## src/rtl/hv_line_drawer_if.sv

```systemverilog
// Command and pixel-write handshake bundle for the horizontal/vertical line drawer.
interface hv_line_drawer_if #(
  parameter int unsigned X_WIDTH     = 9,
  parameter int unsigned Y_WIDTH     = 8,
  parameter int unsigned LEN_WIDTH   = 9,
  parameter int unsigned COLOR_WIDTH = 3
);
  logic                   start;
  logic                   dir;
  logic [X_WIDTH-1:0]     x_in;
  logic [Y_WIDTH-1:0]     y_in;
  logic [LEN_WIDTH-1:0]   length;
  logic [COLOR_WIDTH-1:0] color_in;
  logic                   draw_ready;
  logic                   draw;
  logic [X_WIDTH-1:0]     x_out;
  logic [Y_WIDTH-1:0]     y_out;
  logic [COLOR_WIDTH-1:0] color_out;
  logic                   busy;
  logic                   done;

  modport master (
    output start, dir, x_in, y_in, length, color_in, draw_ready,
    input  draw, x_out, y_out, color_out, busy, done
  );

  modport slave (
    input  start, dir, x_in, y_in, length, color_in, draw_ready,
    output draw, x_out, y_out, color_out, busy, done
  );
endinterface

```

## src/rtl/hv_line_drawer.sv

```systemverilog
// Draws a clipped horizontal or vertical line, one pixel per accepted draw/draw_ready cycle.
module hv_line_drawer #(
  parameter int unsigned X_WIDTH     = 9,
  parameter int unsigned Y_WIDTH     = 8,
  parameter int unsigned LEN_WIDTH   = 9,
  parameter int unsigned COLOR_WIDTH = 3,
  parameter int unsigned X_MAX       = 319,
  parameter int unsigned Y_MAX       = 239
) (
  input  logic           clk,
  input  logic           reset,
  hv_line_drawer_if.slave bus
);

  localparam logic [X_WIDTH-1:0] XM = X_WIDTH'(X_MAX);
  localparam logic [Y_WIDTH-1:0] YM = Y_WIDTH'(Y_MAX);

  typedef enum logic [1:0] {
    S_IDLE = 2'd0,
    S_DRAW = 2'd1,
    S_DONE = 2'd2
  } state_t;

  state_t                 state_q;
  logic [X_WIDTH-1:0]     x_q;
  logic [Y_WIDTH-1:0]     y_q;
  logic [LEN_WIDTH-1:0]   rem_q;
  logic [COLOR_WIDTH-1:0] color_q;
  logic                   dir_q;
  logic                   draw_q;
  logic                   busy_q;
  logic                   done_q;
  logic                   last_d;

  // Last pixel either exhausts the count or sits on the screen edge of the active axis.
  always_comb begin
    last_d = (rem_q == LEN_WIDTH'(1));
    if (dir_q) begin
      if (x_q == XM) last_d = 1'b1;
    end else begin
      if (y_q == YM) last_d = 1'b1;
    end
  end

  always_ff @(posedge clk or negedge reset) begin
    if (!reset) begin
      state_q <= S_IDLE;
      x_q     <= '0;
      y_q     <= '0;
      rem_q   <= '0;
      color_q <= '0;
      dir_q   <= 1'b0;
      draw_q  <= 1'b0;
      busy_q  <= 1'b0;
      done_q  <= 1'b0;
    end else begin
      case (state_q)
        S_IDLE: begin
          if (bus.start) begin
            x_q     <= bus.x_in;
            y_q     <= bus.y_in;
            dir_q   <= bus.dir;
            color_q <= bus.color_in;
            rem_q   <= bus.length;
            if (bus.length == '0 || bus.x_in > XM || bus.y_in > YM) begin
              state_q <= S_DONE;
              done_q  <= 1'b1;
            end else begin
              state_q <= S_DRAW;
              draw_q  <= 1'b1;
              busy_q  <= 1'b1;
            end
          end
        end
        S_DRAW: begin
          if (bus.draw_ready) begin
            rem_q <= rem_q - LEN_WIDTH'(1);
            if (last_d) begin
              // Coordinates hold on the final pixel so the edge value never wraps.
              state_q <= S_DONE;
              draw_q  <= 1'b0;
              busy_q  <= 1'b0;
              done_q  <= 1'b1;
            end else if (dir_q) begin
              x_q <= x_q + X_WIDTH'(1);
            end else begin
              y_q <= y_q + Y_WIDTH'(1);
            end
          end
        end
        S_DONE: begin
          if (!bus.start) begin
            state_q <= S_IDLE;
            done_q  <= 1'b0;
          end
        end
        default: begin
          state_q <= S_IDLE;
          draw_q  <= 1'b0;
          busy_q  <= 1'b0;
          done_q  <= 1'b0;
        end
      endcase
    end
  end

  assign bus.draw      = draw_q;
  assign bus.busy      = busy_q;
  assign bus.done      = done_q;
  assign bus.x_out     = x_q;
  assign bus.y_out     = y_q;
  assign bus.color_out = color_q;

endmodule

```

## src/flat_wrapper.sv

```systemverilog
// flat-port wrapper written by rule: the top's interface ports become plain ports
module hv_line_drawer_flat 
#(
  parameter int unsigned X_WIDTH     = 9,
  parameter int unsigned Y_WIDTH     = 8,
  parameter int unsigned LEN_WIDTH   = 9,
  parameter int unsigned COLOR_WIDTH = 3,
  parameter int unsigned X_MAX       = 319,
  parameter int unsigned Y_MAX       = 239
)
  (clk, reset, bus_start, bus_dir, bus_x_in, bus_y_in, bus_length, bus_color_in, bus_draw_ready, bus_draw, bus_x_out, bus_y_out, bus_color_out, bus_busy, bus_done);
  hv_line_drawer_if #(.X_WIDTH(X_WIDTH), .Y_WIDTH(Y_WIDTH), .LEN_WIDTH(LEN_WIDTH), .COLOR_WIDTH(COLOR_WIDTH)) bus_i ();
  input  logic clk;
  input  logic reset;
  input wire logic [$bits(bus_i.start)-1:0] bus_start;
  input wire logic [$bits(bus_i.dir)-1:0] bus_dir;
  input wire logic [$bits(bus_i.x_in)-1:0] bus_x_in;
  input wire logic [$bits(bus_i.y_in)-1:0] bus_y_in;
  input wire logic [$bits(bus_i.length)-1:0] bus_length;
  input wire logic [$bits(bus_i.color_in)-1:0] bus_color_in;
  input wire logic [$bits(bus_i.draw_ready)-1:0] bus_draw_ready;
  output wire logic [$bits(bus_i.draw)-1:0] bus_draw;
  output wire logic [$bits(bus_i.x_out)-1:0] bus_x_out;
  output wire logic [$bits(bus_i.y_out)-1:0] bus_y_out;
  output wire logic [$bits(bus_i.color_out)-1:0] bus_color_out;
  output wire logic [$bits(bus_i.busy)-1:0] bus_busy;
  output wire logic [$bits(bus_i.done)-1:0] bus_done;
  assign bus_i.start = bus_start;
  assign bus_i.dir = bus_dir;
  assign bus_i.x_in = bus_x_in;
  assign bus_i.y_in = bus_y_in;
  assign bus_i.length = bus_length;
  assign bus_i.color_in = bus_color_in;
  assign bus_i.draw_ready = bus_draw_ready;
  assign bus_draw = bus_i.draw;
  assign bus_x_out = bus_i.x_out;
  assign bus_y_out = bus_i.y_out;
  assign bus_color_out = bus_i.color_out;
  assign bus_busy = bus_i.busy;
  assign bus_done = bus_i.done;
  hv_line_drawer #(.X_WIDTH(X_WIDTH), .Y_WIDTH(Y_WIDTH), .LEN_WIDTH(LEN_WIDTH), .COLOR_WIDTH(COLOR_WIDTH), .X_MAX(X_MAX), .Y_MAX(Y_MAX)) u_core (.clk(clk), .reset(reset), .bus(bus_i));
endmodule
```

## config.mk

```make
export PLATFORM = sky130hd
export DESIGN_NAME = hv_line_drawer_flat
export DESIGN_NICKNAME = d
export VERILOG_FILES = /design/src/rtl/hv_line_drawer_if.sv /design/src/rtl/hv_line_drawer.sv /design/src/flat_wrapper.sv
export SDC_FILE = /design/constraint.sdc
export NUM_CORES = 1
export LEC_CHECK = 0
export CAP_MARGIN = 20
export CORE_MARGIN = 10
export CORE_UTILIZATION = 48
export CTS_CLUSTER_DIAMETER = 50
export DETAILED_ROUTE_END_ITERATION = 8
export PLACE_DENSITY = 0.85
export SYNTH_ARGS = -nofsm -noshare
export SYNTH_HDL_FRONTEND = slang
export SYNTH_SLANG_ARGS = --single-unit
```

## constraint.sdc

```tcl
create_clock -name clk -period 2.5 [get_ports clk]
set_input_delay 0.375 -clock clk [delete_from_list [all_inputs] [get_ports clk]]
set_output_delay 0.375 -clock clk [all_outputs]
set_load 0.05 [all_outputs]
```

**Yosys cells after proc, flatten, opt, wreduce, memory -nomap -nowiden**

Cells that the tools add are included.
Widths: inputs -> output; s select.

- Register bits: 34
- Output and inout port bits: 23
- Logic and storage cells: 73

- Add/subtract/negate cells: 3
- Magnitude comparators: 2
- Equality and inequality tests: 14
- Multiplexer cells: 33
- Bitwise logic cells: 1
- Reduce and logical (&&, ||, !) cells: 12

Operators by type and width:

| kind | count |
|---|---|
| $mux 9 | 6 |
| $pmux 9 s2 | 2 |
| $mux 8 | 4 |
| $reduce_and 5->1 | 4 |
| $pmux 8 s2 | 1 |
| $mux 1 | 12 |
| $ne 2x2->1 const B | 6 |
| $mux 2 | 5 |
| $add 9x1->9 const B | 1 |
| $eq 9x1->1 const B | 1 |
| $eq 9x9->1 const B | 1 |
| $gt 9x9->1 const B | 1 |
| $logic_not 9->1 | 1 |
| $sub 9x1->9 const B | 1 |
| $add 8x1->8 const B | 1 |
| $eq 8x8->1 const B | 1 |
| $gt 8x8->1 const B | 1 |
| $ne 2x1->1 const B | 3 |
| $pmux 1 s3 | 2 |
| $pmux 2 s3 | 1 |
| $reduce_and 4->1 | 1 |
| $reduce_and 3->1 | 1 |
| $eq 2x1->1 const B | 1 |
| $eq 2x2->1 const B | 1 |
| 5 further kinds | 6 |

**Depth between registers and ports, before layout**

- Word-level depth: 6
- Mapped depth: 8

**Worst setup path before layout**

OpenSTA, ideal clock, no wires.

- Kind: flip-flop to flip-flop
- Start point: register u_core.y_q[0] (netlist: u_core.bus.y_out[0])
- End point: register u_core.x_q[1] (netlist: u_core.bus.x_out[1])
- Arrival time: 2,152 ps
- Setup slack: 222 ps
- Stages on the path, launching flop included: 8
- Buffers on the path: 1
- Clock period less this slack: 2,278 ps
- Cell sequence: dfrtp_1 ha_1 nand3_2 or4_4 nand4_2 buf_6 nor2_1 a221o_1

- Longest elaborated chain between the ends: 5

Ends and longest elaborated chain:

| element | line | text |
|---|---|---|
| from (decl) | hv_line_drawer.sv:26 | `logic [Y_WIDTH-1:0] y_q;` |
| from (signal assigned) | hv_line_drawer.sv:61 | `y_q <= bus.y_in;` |
| from (signal assigned) | hv_line_drawer.sv:87 | `y_q <= y_q + Y_WIDTH'(1);` |
| $eq 8x8->1 | hv_line_drawer.sv:41 | `if (y_q == YM) last_d = 1'b1;` |
| $mux 1 | hv_line_drawer.sv:41 |  |
| $mux 1 | hv_line_drawer.sv:38 | `if (dir_q) begin` |
| $ne 2x2->1 (no line) | n/a |  |
| $reduce_and 5->1 (no line) | n/a |  |
| to (signal assigned) | hv_line_drawer.sv:60 | `x_q <= bus.x_in;` |
| to (signal assigned) | hv_line_drawer.sv:85 | `x_q <= x_q + X_WIDTH'(1);` |
| to (decl) | hv_line_drawer.sv:25 | `logic [X_WIDTH-1:0] x_q;` |

No other way between the ends.
A chain may end at the register's enable or synchronous reset.

**Worst setup path after layout**

- Start point: register u_core.x_q[0] (netlist: u_core.bus.x_out[0])
- End point: register u_core.x_q[1] (netlist: u_core.bus.x_out[1])

- Longest elaborated chain between the ends: 5

Ends and longest elaborated chain:

| element | line |
|---|---|
| $add 9x1->9 / $eq 9x9->1 (equally long branches) | hv_line_drawer.sv:85, hv_line_drawer.sv:39 |
| $mux 9 / $mux 1 (equally long branches) | hv_line_drawer.sv:84, hv_line_drawer.sv:39 |
| $mux 9 / $mux 1 (equally long branches) | hv_line_drawer.sv:78, hv_line_drawer.sv:38 |
| $mux 9 / $ne 2x2->1 (equally long branches) | n/a |
| $pmux 9 s2 / $reduce_and 5->1 (equally long branches) | n/a |

Parallel ways exist; a longest one is shown, timed or not. The select of a mux whose other input is x is not followed.

==> results summary <==
The class of the tightest hold or removal check is in -> async. The remaining antenna violation count came out at 0. The net switching power of the design came out at 0.00199 W. In the final layout, flip-flops and latches occupy 851 sq um. The count of cell types in the netlist is 45.

The sum of overflow across all layers after global routing is 0. Synthesis produced a netlist with a net count of 290. Global routing used 16.7% of the available tracks. The clock reaches the later pin of the worst-skew pair after 0.30 ns. The startpoint kind of the worst setup timing path is a flip-flop. Across all register-to-register paths, the minimum setup slack is 0.36 ns. STA classifies the critical path endpoint as a flip-flop. In this run, synthesis produced a sequential element count of 34.

Entering global routing, the biggest net connects 35 pins. The power share of the clock group came out at 10.4%. The number of antenna violations at the first check in global routing came out at 0.

The layout cell share with drive strength beyond 1 came out at 8.41%. The most numerous cell type found on the critical path is nand4_2. Summed over all cells, the static leakage comes to 1.11 nW. Between clock sinks in the finished design, the worst skew comes to 0.00509 ns.

The count of buffers added on input and output ports is 56. The area of the core is 0.00412 sq mm. The final critical-path share of the clock period is 85.6%. The post-route minimum period came out at 2.14 ns. The run finished with clean final reports. The routability congestion estimate from global placement came out at 0.872. The maximum resistive drop on vdd is 0.000737 V.

The deepest level of the CTS H-tree is 2. In this run, the number of DRC markers left after iteration 0 of detailed routing was 232. The number of buffers created by CTS is 5. Hold timing on the final database bottoms out at a slack of 0.477 ns.

The antenna diode count is 0. After detailed routing, the number of remaining DRC violations is 0. The routed length per placed instance came out at 17.2 um. The clock slew at the register clock pins of the worst setup and hold paths came out at 0.07 ns. STA puts the critical path data arrival time at 2.32 ns. The total number of nets in the final design is 347.

The fraction of power spent switching nets is 52.4%. The floorplan row count came out at 23. The post-CTS repair timing setup buffer count is 0. The end of the critical path is u_core.bus.x_out[1]$_DFFE_PN0P_. The worst-case setup slack after placement came out at 0.411 ns. Of all flip-flops after synthesis, the portion carrying an async set or reset was 100%. The synthesized netlist cell count is 252. The slew at the pin closest to its max-slew limit came out at 0.644 ns. The filler cells instantiated in the layout total 347. Detailed placement finished with a half-perimeter wire length of 4560 um. The boundary pin count came out at 57. The fmax is 467 MHz. On the worst path, the slowest cell contributes a delay of 0.46 ns. The end-of-flow core utilization is 67.2%. The die is 85.9 um wide.

The share of power burned in registers came out at 30.5%. The startpoint of the lowest-slack register-to-register path is u_core.bus.x_out[0]$_DFFE_PN0P_. The number of pins with negative max-slew slack in the final report came to 0. The initial cell density of the core came out at 50.7%. The startpoint of the worst setup timing path is u_core.bus.x_out[0]$_DFFE_PN0P_. The area overhead of the layout relative to synthesis is 32.7%.

The combinational cell fraction of total power came out at 59.1%. The first global-routing pass estimated 10200 um of wire. Detailed routing inserted a total of 2172 vias. The CTS sink count came out at 34. The die height came out at 85.9 um. The most common library cell in the layout ignoring fill and taps is clkdlybuf4s50_1.

The clock tree from TritonCTS is built. The critical path data required time came out at 2.68 ns. The count of TritonRoute iterations in the first routing pass is 5. The slowest stage of the critical path is the dfrtp_1 cell. The clock root buffer is clkbuf_8. The total of endpoints with negative setup slack in the final report came out at 0.

The number of enable-type register cells in the synthesized netlist is 0. The setup slack after layout is 0.359 ns. Across the run, the number of max-cap violations was 0. The clock passes through at most 2 buffers. The quantity of gates resized following cts is 0. The post-layout total power is 0.00381 W. The post-synthesis sequential area ratio came out at 40.8%. Using the TritonRoute via totals, the vias-per-cell ratio works out to 6.05. In the final timing run, aggregate negative setup slack is 0 ns. In the synthesized netlist the dominant register cell turns out to be dfrtp_1.

The critical path in this run is classified as reg -> reg. The multi-input logic area came out at 0.00113 sq mm. The internal power is 0.00181 W. The count of yosys warnings during synthesis is 0. The synthesized area per cell is 8.27 sq um.

The combined area of all synthesized cells is 0.00208 sq mm. The number of hold buffers added after CTS was 0. The number of global-route vias before repair came to 2123. In this run the worst path has a maximum fanout of 11. Setup repair after global routing left no endpoint under its margin. The endpoint identified for the worst register-to-register timing path is u_core.bus.x_out[1]$_DFFE_PN0P_.

The power density relative to cell area came out at 1380 mW/mm^2. The library cells used most frequently in the layout, excluding fill and tap cells, are 56 x clkdlybuf4s50_1, 35 x nand2_1, 34 x dfrtp_1. The normalized max-slew margin came out at 56.8%. The signal on the critical path passes through ha_1 > nand4_2 > or3_1 > nand4_2 > nor2_1 > a221o_1.

The number of endpoints with negative hold slack in the final report came to 0. Counting cells, the worst reg-to-reg path comes to 6. The post-detailed-routing wire length is 6160 um. The area enclosed by the die boundary came out at 0.00738 sq mm.
-- stage by stage --
| step | instances | cell area [sq um] |
|---|---|---|
| 6_report | 359 | 2770 |
| 3_5_place_dp | 352 | 2690 |
| 3_3_place_gp | 352 | 2690 |
| 2_1_floorplan | 252 | 2080 |
| 5_1_grt | 359 | 2770 |
| 4_1_cts | 359 | 2770 |
-- Yosys cell counts, types with 3 or more instances --
library cell | instances | area share [%]
nand2_1 | 35 | 6.3
dfrtp_1 | 34 | 41
a21oi_1 | 30 | 7.2
nor2_1 | 21 | 3.8
o21ai_0 | 20 | 4.8
nor3_1 | 12 | 2.9
nand3_1 | 10 | 2.4
inv_1 | 7 | 1.3
clkbuf_1 | 6 | 1.1
nand2b_1 | 6 | 1.8
nor4_1 | 6 | 1.8
a211oi_1 | 5 | 1.8
o22ai_1 | 5 | 1.5
and3_1 | 4 | 1.2
buf_2 | 4 | 0.96
ha_1 | 4 | 2.4
nand4_1 | 4 | 1.2
a22oi_1 | 3 | 1.1
a31oi_1 | 3 | 0.90
buf_6 | 3 | 1.6
-- critical path, delay by kind of cell, from the launching register on --
| kind | cells | cell delay, ns |
|---|---|---|
| simple gates | 4 | 0.96 |
| flops | 1 | 0.46 |
| compound gates | 1 | 0.35 |
| fa+ha+maj | 1 | 0.24 |
-- how the worst min path moves through the flow --
stage                                                to  slack, ns
finish                      u_core.rem_q[4]$_DFFE_PN0P_       0.48
global route        u_core.bus.color_out[1]$_DFFE_PN0P_       0.52
CTS                         u_core.bus.done$_DFFE_PN0P_       0.48
detailed placement          u_core.bus.done$_DFFE_PN0P_       0.47
global placement            u_core.bus.done$_DFFE_PN0P_       0.46
floorplan           u_core.bus.color_out[0]$_DFFE_PN0P_       0.08
-- routing by layer --
| layer | track usage (%) | vias to the layer above | routed length (um) |
|---|---|---|---|
| met5 | 0 | - | 0 |
| met4 | 6.44 | 0 | 133 |
| met3 | 5.58 | 10 | 462 |
| met2 | 26.0 | 88 | 2890 |
| met1 | 20.7 | 1037 | 2670 |
| li1 | - | 1037 | - |
-- power by group through the flow --
stage,logic [W],clock network (W),registers [W]
finish,0.00225,0.000397,0.00116
global route,0.00244,0.000418,0.00120
CTS,0.00225,0.000402,0.00115
detailed placement,0.00224,0,0.00116
global placement,0.00219,0,0.00114
floorplan,0.00105,0,0.00165
-- final cells by class --
cell class	count	share of cell area (%)
Clock buffer	5	2.49
Clock inverter	2	0.362
Inverter	7	0.950
Multi-Input combinational cell	197	40.7
Sequential cell	34	30.8
Tap cell	50	2.26
Timing Repair Buffer	64	22.4
-- kinds of logic (layout without fill, tap and decap cells) --
kind of cell               after synthesis  after routing  synth area share [%]
and+or+nand+nor                        113            113                  28.4
adders and majority gates                4              4                  2.40
buffers and inverters                   21             78                  5.28
AOI/OAI and AO/OA                       80             80                  23.1
DFF                                     34             34                  40.8
-- registers in the layout (all words and copies together) (netlist names) --
register	cells
u_core.rem_q	9
u_core.state_q	2
u_core.dir_q	1
u_core.bus.done	1
u_core.bus.draw	1
u_core.bus.color_out	3
u_core.bus.x_out	9
u_core.bus.y_out	8
No activity file was read; power rests on OpenSTA's default activity.
